--- config.mk ---
export PLATFORM = sky130hd
export DESIGN_NAME = conv3x3_pe
export DESIGN_NICKNAME = d
export VERILOG_FILES = /design/src/rtl/conv_pkg.sv /design/src/rtl/conv3_mac_tree.sv /design/src/rtl/conv3x3_pe.sv
export SDC_FILE = /design/constraint.sdc
export NUM_CORES = 2
export LEC_CHECK = 0
export ABC_AREA = 0
export CAP_MARGIN = 0
export CORE_ASPECT_RATIO = 2
export CORE_MARGIN = 3
export CORE_UTILIZATION = 40
export DETAILED_ROUTE_END_ITERATION = 10
export GPL_TIMING_DRIVEN = 0
export SLEW_MARGIN = 20
export SYNTH_ARGS = -nofsm -noshare
export SYNTH_HDL_FRONTEND = slang
export SYNTH_SLANG_ARGS = --single-unit
--- constraint.sdc ---
create_clock -name clk -period 24.5 [get_ports clk]
set_input_delay 6.125 -clock clk [delete_from_list [all_inputs] [get_ports clk]]
set_output_delay 6.125 -clock clk [all_outputs]
set_load 0.005 [all_outputs]
--- src/rtl/conv_pkg.sv ---
// conv_pkg: shared widths, layer geometry and layer-to-width lookup for the 3x3 convolution PE
package conv_pkg;
    localparam int WT_W    = 8;
    localparam int PX_W    = 16;
    localparam int ACC_W   = 28;
    localparam int SHIFT   = 8;
    localparam int OUT_W   = 16;
    localparam int PROD_W  = WT_W + PX_W;
    localparam int CNT_W   = 5;
    localparam int W_L0    = 26;
    localparam int W_L1    = 12;
    localparam int W_L2    = 5;
    localparam int OUT_MAX = (1 << (OUT_W - 1)) - 1;
    localparam logic signed [ACC_W-1:0] RND = ACC_W'(1 << (SHIFT - 1));

    function automatic logic [CNT_W-1:0] layer_w(input logic [1:0] layer);
        return layer == 2'd1 ? CNT_W'(W_L1) : layer == 2'd2 ? CNT_W'(W_L2) : CNT_W'(W_L0);
    endfunction
endpackage

--- src/rtl/conv3_mac_tree.sv ---
// conv3_mac_tree: registered 9-way signed products (S1) and their registered sum (S2), flushable
module conv3_mac_tree
    import conv_pkg::*;
(
    input  logic                    clk,
    input  logic                    rst_n,
    input  logic                    flush,
    input  logic                    in_valid,
    input  logic [3*WT_W-1:0]       weight_0,
    input  logic [3*WT_W-1:0]       weight_1,
    input  logic [3*WT_W-1:0]       weight_2,
    input  logic [3*PX_W-1:0]       data_0,
    input  logic [3*PX_W-1:0]       data_1,
    input  logic [3*PX_W-1:0]       data_2,
    output logic                    sum_valid,
    output logic signed [ACC_W-1:0] sum
);
    logic [3*WT_W-1:0] w_rows [3];
    logic [3*PX_W-1:0] d_rows [3];
    logic signed [PROD_W-1:0] prod [9];
    logic signed [ACC_W-1:0] tree_sum;
    logic prod_valid;

    assign w_rows = '{weight_0, weight_1, weight_2};
    assign d_rows = '{data_0, data_1, data_2};

    // Weights are sampled here together with their window, so later weight changes never reach it
    always_ff @(posedge clk)
        if (in_valid)
            for (int i = 0; i < 3; i++)
                for (int j = 0; j < 3; j++)
                    prod[3*i+j] <= $signed(w_rows[i][WT_W*j +: WT_W]) * $signed(d_rows[i][PX_W*j +: PX_W]);

    always_comb begin
        tree_sum = '0;
        for (int k = 0; k < 9; k++)
            tree_sum = tree_sum + ACC_W'(prod[k]);
    end

    always_ff @(posedge clk)
        if (prod_valid)
            sum <= tree_sum;

    always_ff @(posedge clk or negedge rst_n)
        if (!rst_n) begin
            prod_valid <= 1'b0;
            sum_valid  <= 1'b0;
        end else if (flush) begin
            prod_valid <= 1'b0;
            sum_valid  <= 1'b0;
        end else begin
            prod_valid <= in_valid;
            sum_valid  <= prod_valid;
        end
endmodule

--- src/rtl/conv3x3_pe.sv ---
// conv3x3_pe: raster-tracked 3x3 signed convolution with round, shift, ReLU and saturation
module conv3x3_pe
    import conv_pkg::*;
(
    input  logic              clk,
    input  logic              rst_n,
    input  logic [1:0]        layer_num,
    input  logic              i_start,
    input  logic              i_valid,
    input  logic [3*WT_W-1:0] i_weight_0,
    input  logic [3*WT_W-1:0] i_weight_1,
    input  logic [3*WT_W-1:0] i_weight_2,
    input  logic [3*PX_W-1:0] i_data_0,
    input  logic [3*PX_W-1:0] i_data_1,
    input  logic [3*PX_W-1:0] i_data_2,
    output logic              o_valid,
    output logic [OUT_W-1:0]  o_data,
    output logic              o_done,
    output logic              o_busy
);
    localparam logic signed [ACC_W-SHIFT-1:0] R_MAX = (ACC_W-SHIFT)'(OUT_MAX);

    logic [CNT_W-1:0] w, col, row;
    logic [2:0] last_pipe;
    logic take, win, col_end, sum_valid;
    logic signed [ACC_W-1:0] sum, rounded;
    logic signed [ACC_W-SHIFT-1:0] r;
    logic [OUT_W-1:0] sat;

    // row reaching w means the final window was taken; further pixels are dropped
    assign col_end = col == w - 1'b1;
    assign take    = o_busy && i_valid && !i_start && row != w;
    assign win     = take && col >= CNT_W'(2) && row >= CNT_W'(2);
    assign rounded = sum + RND;
    assign r       = rounded[ACC_W-1:SHIFT];
    assign sat     = r[ACC_W-SHIFT-1] ? '0 : r > R_MAX ? OUT_W'(OUT_MAX) : r[OUT_W-1:0];

    conv3_mac_tree u_mac (
        .clk       (clk),
        .rst_n     (rst_n),
        .flush     (i_start),
        .in_valid  (win),
        .weight_0  (i_weight_0),
        .weight_1  (i_weight_1),
        .weight_2  (i_weight_2),
        .data_0    (i_data_0),
        .data_1    (i_data_1),
        .data_2    (i_data_2),
        .sum_valid (sum_valid),
        .sum       (sum)
    );

    always_ff @(posedge clk or negedge rst_n)
        if (!rst_n) begin
            w         <= CNT_W'(W_L0);
            col       <= '0;
            row       <= '0;
            last_pipe <= '0;
            o_busy    <= 1'b0;
            o_done    <= 1'b0;
            o_valid   <= 1'b0;
            o_data    <= '0;
        end else if (i_start) begin
            w         <= layer_w(layer_num);
            col       <= '0;
            row       <= '0;
            last_pipe <= '0;
            o_busy    <= 1'b1;
            o_done    <= 1'b0;
            o_valid   <= 1'b0;
        end else begin
            if (take) begin
                col <= col_end ? '0 : col + 1'b1;
                row <= col_end ? row + 1'b1 : row;
            end
            // tags the final window so o_done lands one cycle after its result
            last_pipe <= {last_pipe[1:0], win && col_end && row == w - 1'b1};
            o_valid   <= sum_valid;
            o_data    <= sum_valid ? sat : o_data;
            o_done    <= last_pipe[2];
            o_busy    <= last_pipe[2] ? 1'b0 : o_busy;
        end
endmodule

==> run metrics <==
status complete, no violations; I/O pin total 241; final std cells w/o fill 7641; synth-to-layout area growth 10.77%; number of synthesized register bits 275; Leakage Power 28.12 nW; Yosys Warn Count 0; Final #Nets 7630; part of the power in combinational logic 0.772; routed vias 38090; Final min period 12.37 ns; clock slew at reported path FFs 0.06 ns; Worst Hold Class flop to flop; Post-CTS Resized 0; Max Root-Sink Buffers 3; Min-Delay Path Depth 1; Worst setup EP type flop; RSZ-0062 raised after global routing false; grt ovf 0; fraction of registers with async set or reset after synthesis 0.1382; die width 267.9 um; power per standard cell area 88.31 mW/mm^2; Cell Rows 191; Slew Limit Fails 0; Total Wirelength 142300 um; Net Count, Synth 7348; layout cells sized above 1 0.01579; CTS buffer count 30; switching fraction of total power 0.4882; 1st-iter DRT viols 1421; worst skew pair latency 0.59 ns; Post-CTS Setup Repair Bufs 0; placer congestion estimate 0.8984; GRT Util Overall 0.2064; CP Max Fanout 10; Final TNS setup 0 ns; P_int 2.746 mW; CTS tree built; part of the cycle the worst path needs 0.5047; Vias per Instance 4.985; Critical Path Source Type input pin; DP Wirelength 127300 um; number of flops mapped to enable cells by yosys 237; post-synthesis cell type count 70; R2R Path Start u_mac.prod[0][2]; total power draw 5.366 mW; sequential share of the synthesized area 0.1471; post-route ant nets 0; number of clock sinks 275; clock power share 0.089; Die ar. 0.1419 mm^2; worst clock skew 0.01995 ns; final setup fails 0; H-Tree Depth 1; Placed Cells incl. Taps 7570; Crit Path Category input pin to flop; worst slew pin tran 1.062 ns; core area 0.1357 mm^2; hold bufs inserted after CTS 0; Die Height 529.7 um; port buffer count 239; first-pass GRT wire length 226500 um; largest net degree at the start of global routing 32; highest clock rate 0.08087 GHz; Gate Count Post-Synth 5583; Switching Power 2.620 mW; max cap viols 0; Starting Density 0.4041; ys flop type edfxtp_1; Max-slew headroom 0.2809; First-pass DRT Iterations 6; Wirelength per Cell 18.63 um; clk root buf clkbuf_16; # DRC 0; Syn Std Cell Area 0.05486 mm^2; crit path from i_weight_1[7]; vias in the first global route 42656; post-layout util 0.4476; final hold viol count 0; initial antenna violation count 27; Reg power frac 0.138; reg2reg path depth 25; Arrival @ worst endpoint 12.66 ns; hold path start last_pipe[2]; Worst Path Required 24.80 ns; VDD IR max 0.00005831 V; syn_area_per_cell 9.825 um^2
==> power by group through the flow <==
stage	Sequential, mW	Clock, mW	Combinational, mW
2_1_floorplan	0.751	0	2.93
3_3_place_gp	0.752	0	4.16
3_5_place_dp	0.752	0	4.19
4_1_cts	0.742	0.490	4.24
5_1_grt	0.742	0.510	4.67
6_report	0.742	0.479	4.14
==> critical path, cell delays in order <==
cell	delay [ns]
clkdlybuf4s50_1	0.68
clkbuf_1	0.55
inv_1	0.32
fa_1	0.56
fa_1	0.52
inv_1	0.06
fa_1	0.53
inv_1	0.05
fa_1	0.52
inv_1	0.06
ha_1	0.34
nand2_1	0.07
o211ai_1	0.31
o311a_1	0.24
a311oi_1	0.15
o2bb2ai_1	0.26
o311ai_0	0.52
a21o_1	0.18
a21oi_1	0.07
xnor2_1	0.52
==> Yosys cell counts (all sizes together), types with 12 or more instances <==
| master | n | area (um^2) |
|---|---|---|
| nand3 | 39 | 195.2 |
| a31oi | 19 | 118.9 |
| o21bai | 14 | 105.1 |
| edfxtp | 237 | 7117 |
| ha | 464 | 5806 |
| o21ai | 87 | 439.2 |
| and3 | 27 | 168.9 |
| o21a | 33 | 247.7 |
| and2 | 689 | 4310 |
| clkbuf | 78 | 292.8 |
| a21boi | 16 | 120.1 |
| a22o | 16 | 140.1 |
| a21oi | 117 | 589.3 |
| nand4 | 13 | 81.33 |
| or3 | 12 | 75.07 |
| fa | 1079 | 21600 |
| nand2 | 420 | 1577 |
| nor2 | 165 | 619.3 |
| nand2b | 150 | 938.4 |
| dfrtp | 36 | 900.9 |
| nor2b | 26 | 162.7 |
| xor2 | 65 | 569.3 |
| a211oi | 19 | 147.6 |
| nor3 | 40 | 200.2 |
| xnor2 | 208 | 1822 |
| inv | 1335 | 5011 |
| a21o | 67 | 504.2 |
==> cells by family after synthesis <==
| logic type | after synthesis | share of synthesized area |
|---|---|---|
| xor gates and xnor gates | 273 | 0.04359 |
| and+or+nand+nor | 1610 | 0.1560 |
| DFF | 275 | 0.1471 |
| muxes | 1 | 0.0002053 |
| adders and majority gates | 1543 | 0.4996 |
| buffers and inverters | 1415 | 0.09685 |
| AOI/OAI and AO/OA | 466 | 0.05664 |
==> placed cells by master (no fill, tap or decap), types with 33 or more instances in the layout <==
cell | synthesis | final
a21o_1 | 66 | 66
a21oi_1 | 116 | 116
and2_1 | 689 | 689
clkbuf_1 | 78 | 82
clkdlybuf4s50_1 | 0 | 238
dfrtp_1 | 36 | 36
edfxtp_1 | 237 | 237
fa_1 | 1079 | 1079
ha_1 | 464 | 464
inv_1 | 1335 | 1335
nand2_1 | 420 | 420
nand2b_1 | 150 | 150
nand3_1 | 39 | 39
nor2_1 | 165 | 164
nor3_1 | 40 | 40
o21a_1 | 33 | 33
o21ai_0 | 85 | 85
xnor2_1 | 208 | 208
xor2_1 | 65 | 65
==> sequential cells by signal (all words and copies together), names as in the netlist <==
signal            cells
u_mac.sum            21
o_data               16
u_mac.prod_valid      1
u_mac.prod          216
row                   5
col                   5
o_done                1
o_busy                1
w                     4
last_pipe             3
o_valid               1
u_mac.sum_valid       1
==> metal layers <==
metal	wire (um)	track usage	vias up
met1	44840	0.1913	19438
li1	-	-	17547
met2	84010	0.4294	733
met5	173	0	-
met4	8571	0.1020	24
met3	4745	0.02380	348
==> metrics by stage <==
| step | worst slack (ns) | hold slack (ns) | instance area (um^2) |
|---|---|---|---|
| 2_1_floorplan | 7.900 | 0.4163 | 54860 |
| 3_3_place_gp | 3.492 | 0.4283 | 59420 |
| 3_5_place_dp | 11.46 | 0.4289 | 59680 |
| 4_1_cts | 12.03 | 0.4374 | 60720 |
| 5_1_grt | 11.86 | 0.4693 | 60730 |
| 6_report | 12.13 | 0.4339 | 60760 |
==> area by class of cell <==
| class | instances | area (um^2) |
|---|---|---|
| clock inverter | 22 | 276.5 |
| fill | 13054 | 74980 |
| timing repair buffer | 250 | 2645 |
| inverter | 1336 | 5015 |
| tap | 1737 | 2173 |
| buffer | 79 | 297.8 |
| antenna | 15 | 37.54 |
| sequential | 275 | 8070 |
| multi-input combinational | 3893 | 41480 |
| clock buffer | 34 | 765.7 |
==> path summary, 6_finish.rpt <==
kind / endpoint / slack (ns)
max: u_mac.prod[0][95] / 12.13
min: o_busy / 0.43
max reg2reg: u_mac.sum[26] / 16.28
min reg2reg: o_busy / 0.43
max in group asynchronous: w[1] / 18.63
min in group asynchronous: o_data[6] / 5.39
Power figures use the tool's default switching activity.
